[config.mk]
export PLATFORM = sky130hd
export DESIGN_NAME = mw_writeback_flat
export DESIGN_NICKNAME = d
export VERILOG_FILES = /design/src/rtl/cpu_pkg.sv /design/src/rtl/mw_writeback_if.sv /design/src/rtl/grf_bypass.sv /design/src/rtl/mw_writeback.sv /design/src/flat_wrapper.sv
export SDC_FILE = /design/constraint.sdc
export NUM_CORES = 2
export LEC_CHECK = 0
export BUFFER_PORTS_ARGS = -buffer_cell sky130_fd_sc_hd__buf_4
export CAP_MARGIN = 15
export CORE_ASPECT_RATIO = 1.2
export CORE_UTILIZATION = 30
export CTS_CLUSTER_SIZE = 20
export DETAILED_ROUTE_END_ITERATION = 16
export GPL_ROUTABILITY_DRIVEN = 0
export SYNTH_ARGS = -nofsm -noshare
export SYNTH_HDL_FRONTEND = slang
export SYNTH_SLANG_ARGS = --single-unit
[constraint.sdc]
create_clock -name clk -period 8.67 [get_ports clk]
set_input_delay 0.4335 -clock clk [delete_from_list [all_inputs] [get_ports clk]]
set_output_delay 0.4335 -clock clk [all_outputs]
set_load 0.05 [all_outputs]
[src/rtl/cpu_pkg.sv]
// Shared pipeline types and constants for the MIPS W stage.
// Holds the reset PC, register-file geometry and the M/W register layout.
package cpu_pkg;

  localparam int          XLEN     = 32;
  localparam int          REG_AW   = 5;
  localparam int          NREG     = 32;
  localparam logic [31:0] PC_RESET = 32'h0000_3000;
  localparam logic [4:0]  REG_ZERO = 5'd0;

  typedef logic [XLEN-1:0]   word_t;
  typedef logic [REG_AW-1:0] reg_addr_t;

  typedef struct packed {
    word_t     pc;
    word_t     instr;
    word_t     wd;
    reg_addr_t a3;
    logic      reg_write;
    logic      valid;
  } mw_reg_t;

  // Contents of the M/W register for a bubble (also the reset value).
  function automatic mw_reg_t mw_bubble(word_t pc);
    mw_reg_t b;
    b           = '0;
    b.pc        = pc;
    return b;
  endfunction

endpackage

[src/rtl/mw_writeback_if.sv]
// M-stage inputs, D-stage read ports and W-stage outputs of the writeback stage.
// The pipeline (master) drives M_* / control / D_A*; the W stage (slave) answers.
interface mw_writeback_if;
  import cpu_pkg::*;

  logic      M_valid;
  word_t     M_PC;
  word_t     M_instr;
  word_t     M_WD_W;
  reg_addr_t M_A3;
  logic      M_RegWrite;
  logic      W_stall;
  logic      W_flush;
  reg_addr_t D_A1;
  reg_addr_t D_A2;
  word_t     D_RD1;
  word_t     D_RD2;
  word_t     W_PC;
  word_t     W_instr;
  word_t     W_WD;
  reg_addr_t W_A3;
  logic      W_RegWrite;
  logic      W_valid;
  word_t     retire_cnt;

  modport master (
    output M_valid, M_PC, M_instr, M_WD_W, M_A3, M_RegWrite,
    output W_stall, W_flush, D_A1, D_A2,
    input  D_RD1, D_RD2, W_PC, W_instr, W_WD, W_A3, W_RegWrite, W_valid, retire_cnt
  );

  modport slave (
    input  M_valid, M_PC, M_instr, M_WD_W, M_A3, M_RegWrite,
    input  W_stall, W_flush, D_A1, D_A2,
    output D_RD1, D_RD2, W_PC, W_instr, W_WD, W_A3, W_RegWrite, W_valid, retire_cnt
  );

endinterface

[src/rtl/grf_bypass.sv]
// General register file: one write port, two combinational read ports with
// write-through bypass; register 0 reads as zero and is never written.
module grf_bypass
  import cpu_pkg::*;
#(
  parameter int NREG = cpu_pkg::NREG
) (
  input  logic      clk,
  input  logic      rst_n,
  input  logic      wr_en,
  input  logic      byp_en,
  input  reg_addr_t wr_addr,
  input  word_t     wr_data,
  input  reg_addr_t rd_addr1,
  input  reg_addr_t rd_addr2,
  output word_t     rd_data1,
  output word_t     rd_data2
);

  word_t regs_q [NREG];

  // NOTE: sequential state uses non-blocking (<=) so every flop samples pre-edge values.
  // NOTE: the whole array is cleared on reset, so it maps to flops rather than a RAM macro.
  always_ff @(posedge clk) begin
    if (!rst_n) begin
      for (int i = 0; i < NREG; i++) regs_q[i] <= '0;
    end else if (wr_en && wr_addr != REG_ZERO) begin
      regs_q[wr_addr] <= wr_data;
    end
  end

  // NOTE: outputs get an unconditional default first so no path infers a latch.
  always_comb begin
    rd_data1 = regs_q[rd_addr1];
    if (byp_en && wr_addr == rd_addr1) rd_data1 = wr_data;
    if (rd_addr1 == REG_ZERO)          rd_data1 = '0;

    rd_data2 = regs_q[rd_addr2];
    if (byp_en && wr_addr == rd_addr2) rd_data2 = wr_data;
    if (rd_addr2 == REG_ZERO)          rd_data2 = '0;
  end

endmodule

[src/rtl/mw_writeback.sv]
// MIPS W stage: M/W pipeline register, GRF commit with bypassed D-stage reads.
// Optional retired-instruction counter enabled by defining MW_RETIRE_CNT_EN.
module mw_writeback #(
  parameter logic [31:0] PC_RESET = cpu_pkg::PC_RESET,
  parameter int          NREG     = cpu_pkg::NREG
) (
  input  logic           clk,
  input  logic           reset,
  mw_writeback_if.slave  bus
);
  import cpu_pkg::*;

  mw_reg_t mw_q, mw_d;
  logic    m_writes;

  always_comb begin
    m_writes = bus.M_RegWrite & bus.M_valid & (bus.M_A3 != REG_ZERO);
    mw_d     = mw_q;
    if (bus.W_flush) begin
      mw_d = mw_bubble(PC_RESET);
    end else if (!bus.W_stall) begin
      mw_d.pc        = bus.M_PC;
      mw_d.instr     = bus.M_instr;
      mw_d.wd        = bus.M_WD_W;
      mw_d.a3        = m_writes ? bus.M_A3 : REG_ZERO;
      mw_d.reg_write = m_writes;
      mw_d.valid     = bus.M_valid;
    end
  end

  always_ff @(posedge clk) begin
    if (!reset) mw_q <= mw_bubble(PC_RESET);
    else        mw_q <= mw_d;
  end

  // Bypass follows the held W instruction during a stall; the commit waits for release.
  grf_bypass #(.NREG(NREG)) u_grf (
    .clk      (clk),
    .rst_n    (reset),
    .wr_en    (mw_q.reg_write & ~bus.W_stall),
    .byp_en   (mw_q.reg_write),
    .wr_addr  (mw_q.a3),
    .wr_data  (mw_q.wd),
    .rd_addr1 (bus.D_A1),
    .rd_addr2 (bus.D_A2),
    .rd_data1 (bus.D_RD1),
    .rd_data2 (bus.D_RD2)
  );

  assign bus.W_PC       = mw_q.pc;
  assign bus.W_instr    = mw_q.instr;
  assign bus.W_WD       = mw_q.wd;
  assign bus.W_A3       = mw_q.a3;
  assign bus.W_RegWrite = mw_q.reg_write;
  assign bus.W_valid    = mw_q.valid;

`ifdef MW_RETIRE_CNT_EN
  word_t retire_cnt_q, retire_cnt_d;

  always_comb begin
    retire_cnt_d = retire_cnt_q + {{(XLEN-1){1'b0}}, (mw_q.valid & ~bus.W_stall)};
  end

  always_ff @(posedge clk) begin
    if (!reset) retire_cnt_q <= '0;
    else        retire_cnt_q <= retire_cnt_d;
  end

  assign bus.retire_cnt = retire_cnt_q;
`else
  assign bus.retire_cnt = '0;
`endif

endmodule

[src/flat_wrapper.sv]
// flat-port wrapper written by rule: the top's interface ports become plain ports
module mw_writeback_flat import cpu_pkg::*;
#(
  parameter logic [31:0] PC_RESET = cpu_pkg::PC_RESET,
  parameter int          NREG     = cpu_pkg::NREG
)
  (clk, reset, bus_M_valid, bus_M_PC, bus_M_instr, bus_M_WD_W, bus_M_A3, bus_M_RegWrite, bus_W_stall, bus_W_flush, bus_D_A1, bus_D_A2, bus_D_RD1, bus_D_RD2, bus_W_PC, bus_W_instr, bus_W_WD, bus_W_A3, bus_W_RegWrite, bus_W_valid, bus_retire_cnt);
  mw_writeback_if bus_i ();
  input  logic clk;
  input  logic reset;
  input wire logic [$bits(bus_i.M_valid)-1:0] bus_M_valid;
  input wire logic [$bits(bus_i.M_PC)-1:0] bus_M_PC;
  input wire logic [$bits(bus_i.M_instr)-1:0] bus_M_instr;
  input wire logic [$bits(bus_i.M_WD_W)-1:0] bus_M_WD_W;
  input wire logic [$bits(bus_i.M_A3)-1:0] bus_M_A3;
  input wire logic [$bits(bus_i.M_RegWrite)-1:0] bus_M_RegWrite;
  input wire logic [$bits(bus_i.W_stall)-1:0] bus_W_stall;
  input wire logic [$bits(bus_i.W_flush)-1:0] bus_W_flush;
  input wire logic [$bits(bus_i.D_A1)-1:0] bus_D_A1;
  input wire logic [$bits(bus_i.D_A2)-1:0] bus_D_A2;
  output wire logic [$bits(bus_i.D_RD1)-1:0] bus_D_RD1;
  output wire logic [$bits(bus_i.D_RD2)-1:0] bus_D_RD2;
  output wire logic [$bits(bus_i.W_PC)-1:0] bus_W_PC;
  output wire logic [$bits(bus_i.W_instr)-1:0] bus_W_instr;
  output wire logic [$bits(bus_i.W_WD)-1:0] bus_W_WD;
  output wire logic [$bits(bus_i.W_A3)-1:0] bus_W_A3;
  output wire logic [$bits(bus_i.W_RegWrite)-1:0] bus_W_RegWrite;
  output wire logic [$bits(bus_i.W_valid)-1:0] bus_W_valid;
  output wire logic [$bits(bus_i.retire_cnt)-1:0] bus_retire_cnt;
  assign bus_i.M_valid = bus_M_valid;
  assign bus_i.M_PC = bus_M_PC;
  assign bus_i.M_instr = bus_M_instr;
  assign bus_i.M_WD_W = bus_M_WD_W;
  assign bus_i.M_A3 = bus_M_A3;
  assign bus_i.M_RegWrite = bus_M_RegWrite;
  assign bus_i.W_stall = bus_W_stall;
  assign bus_i.W_flush = bus_W_flush;
  assign bus_i.D_A1 = bus_D_A1;
  assign bus_i.D_A2 = bus_D_A2;
  assign bus_D_RD1 = bus_i.D_RD1;
  assign bus_D_RD2 = bus_i.D_RD2;
  assign bus_W_PC = bus_i.W_PC;
  assign bus_W_instr = bus_i.W_instr;
  assign bus_W_WD = bus_i.W_WD;
  assign bus_W_A3 = bus_i.W_A3;
  assign bus_W_RegWrite = bus_i.W_RegWrite;
  assign bus_W_valid = bus_i.W_valid;
  assign bus_retire_cnt = bus_i.retire_cnt;
  mw_writeback #(.PC_RESET(PC_RESET), .NREG(NREG)) u_core (.clk(clk), .reset(reset), .bus(bus_i));
endmodule
==> metrics.txt <==
status complete, no violations; Distinct cells, synth 49; Yosys warning total 0; RSZ-0062 raised after global routing no; # IOs 316; final hold viol count 0; Crit path arrival time 4.51 ns; Hold WS 0.0853 ns; CP Launch Type register; DRC viols 0; CTS tree done; die span in x roughly 400 microns; Setup Crit Path Kind reg2out; Final HPWL DP 122000 microns; Pwr Density 190 nW/um^2; initial antenna violation count 28; Max-Slew Margin vs Limit 23.0%; total power about 0.013 W; Fin Setup TNS 0 ns; max_cap viols 0; Layout Skew 0.0178 ns; first-pass GRT wire length ~300000 microns; Worst R2R Start u_core.bus.W_RegWrite; H-tree depth 3; post-synthesis register bit count between 1000 and 1500; Worst-Skew Late Latency 0.79 ns; TritonCTS Buffers 120; Post-Synthesis Cells 3924; drt pass-1 iters 5; 1st-iter DRT viols 6052; Overflow after GRT 0; buffer count from post-CTS setup fixing 0; DRT Wirelength approximately 220000 microns; core area 192000 sq um; fin. max-slew vios 0; ys flop type edfxtp_1; sequential area share after synthesis between 50% and 60%; Crit Path Max Fanout 23; syn_area_per_cell around 15 sq um; area of the multi-input gates 24000 sq um; DIE AREA 195000 sq um; start point of the critical path u_core.bus.W_A3[1]; Fill cells around 18000; hold wc startpoint bus_M_A3[2]; CP required 8.24 ns; Worst-Margin Slew 1.15 ns; Routed Antenna Nets 0; synth top area cells edfxtp_1 (53%), mux4_2 (19%), and2_1 (11%); final worst path period share 57.0%; vias 39000; Setup-failing EPs final 0; max frequency about 0.20 GHz; top-count cell post-synth edfxtp_1; # rows 176; Avg Vias per Cell approximately 5.7; clk slew on worst S/H paths about 0.060 ns; HP Class in2reg; GRT Total Usage 22.2%; Clock Tree Root clkbuf_16; area growth from synthesis to layout 17.3%; number of synthesized flops with an enable pin 1024; CTS max path bufs 3; largest net degree at the start of global routing 127; Routed WL per cell 32.3 microns; Sequential cell area between 30000 and 40000 sq um; Starting Density between 30% and 40%; crit path time final 4.94 ns; area leader, netlist edfxtp_1; Die H 483 microns; CTS sink cnt 1127; IO buf count 283; CP Capture Type primary output; Leak around 24 nW; nets 4279; maximum vdd drop approximately 0.16 mV; top cell type's share of synthesized area 53.1%; vias in the first global route 39200; Async SR Flop Fraction 0%; Synth top cells by count edfxtp_1 (1024), and2_1 (994), mux4_2 (495), clkbuf_1 (301), nor2_1 (223); Post-Synthesis Cell Area 58000 sq um; layout cells sized above 1 27.6%
==> area by class of cell <==
| cell class | instances | share of cell area, % |
|---|---|---|
| Sequential cell | 1127 | 48.2 |
| Multi-Input combinational cell | 2407 | 35.3 |
| Timing Repair Buffer | 503 | 6.11 |
| Tap cell | 2581 | 4.75 |
| Clock buffer | 156 | 4.67 |
| Clock inverter | 71 | 0.896 |
| Antenna cell | 13 | 0.0478 |
| Inverter | 3 | 0.0184 |
==> worst paths after layout <==
path	cells past startpoint	slack (ns)	to
hold / removal	4	0.09	u_core.bus.W_A3[2]
hold reg to reg	1	0.49	u_core.bus.W_PC[13]
setup / recovery	7	3.73	bus_D_RD1[30]
setup reg to reg	5	4.82	u_core.u_grf.regs_q[27][2]
==> stage by stage <==
stage | cells | setup WS (ns) | instance area [sq um] | utilization (%)
5_1_grt | 6849 | 3.72 | 68000 | 35.4
2_1_floorplan | 3987 | 4.48 | 58200 | -
6_report | 6861 | 3.73 | 68000 | 35.5
3_3_place_gp | 6522 | 4.03 | 63200 | 32.9
3_5_place_dp | 6522 | 4.04 | 63200 | 32.9
4_1_cts | 6845 | 3.83 | 67900 | 35.4
==> sequential cells by signal (all words and copies together) (netlist names) <==
signal	count
u_core.bus.W_instr	32
u_core.bus.W_valid	1
u_core.u_grf.regs_q	1024
u_core.bus.W_RegWrite	1
u_core.bus.W_WD	32
u_core.bus.W_A3	5
u_core.bus.W_PC	32
==> critical path, stage by stage (launching register included) <==
cell	delay [ns]
dfxtp_1	0.68
xnor2_1	0.24
nand4_1	0.13
nor3_1	0.68
nor2b_4	0.56
buf_4	0.63
a32o_1	0.49
buf_4	0.28
==> power by group <==
part           internal (W)  switching [W]  leakage, nW
logic              0.000589        0.00103         10.9
registers           0.00609       0.000105         11.5
clock network       0.00282        0.00228         1.82
total               0.00950        0.00341         24.2
==> layer usage <==
layer	routed length, microns	global-route usage (%)	part of all wire [%]
met2	104000	35.7	47
met5	49	0	0.022
met4	9860	9.75	4.4
met1	82000	28.3	37
met3	25700	5.52	12
==> placed cells by master, fill, tap and decap left out, drive strengths merged, types with 33 or more instances in the layout <==
cell         count
a22oi           86
and2           994
buf            407
clkbuf         156
clkinv          49
conb            64
dfxtp          103
dlygate4sd3     96
edfxtp        1024
mux2i          121
mux4           495
nand2           33
nor2           223
o21ai           35
o22ai          142
==> kinds of logic (layout without fill, tap and decap cells) <==
group	after synthesis	in the layout	synth area share, %
buffers and inverters	453	733	3.59
multiplexers	647	647	21.9
XOR/XNOR	10	10	0.151
AND/OR/NAND/NOR	1303	1303	13.0
other	1	77	0.00647
AO/OA/AOI/OAI	383	383	4.72
flip-flops	1127	1127	56.6
==> repair_timing <==
item                                   in CTS  in global routing
endpoints found under the hold margin      96                  0
gates resized for setup                     0                  0
hold buffers                               96                  0
Note: power is estimated with default switching activity, not from simulation.
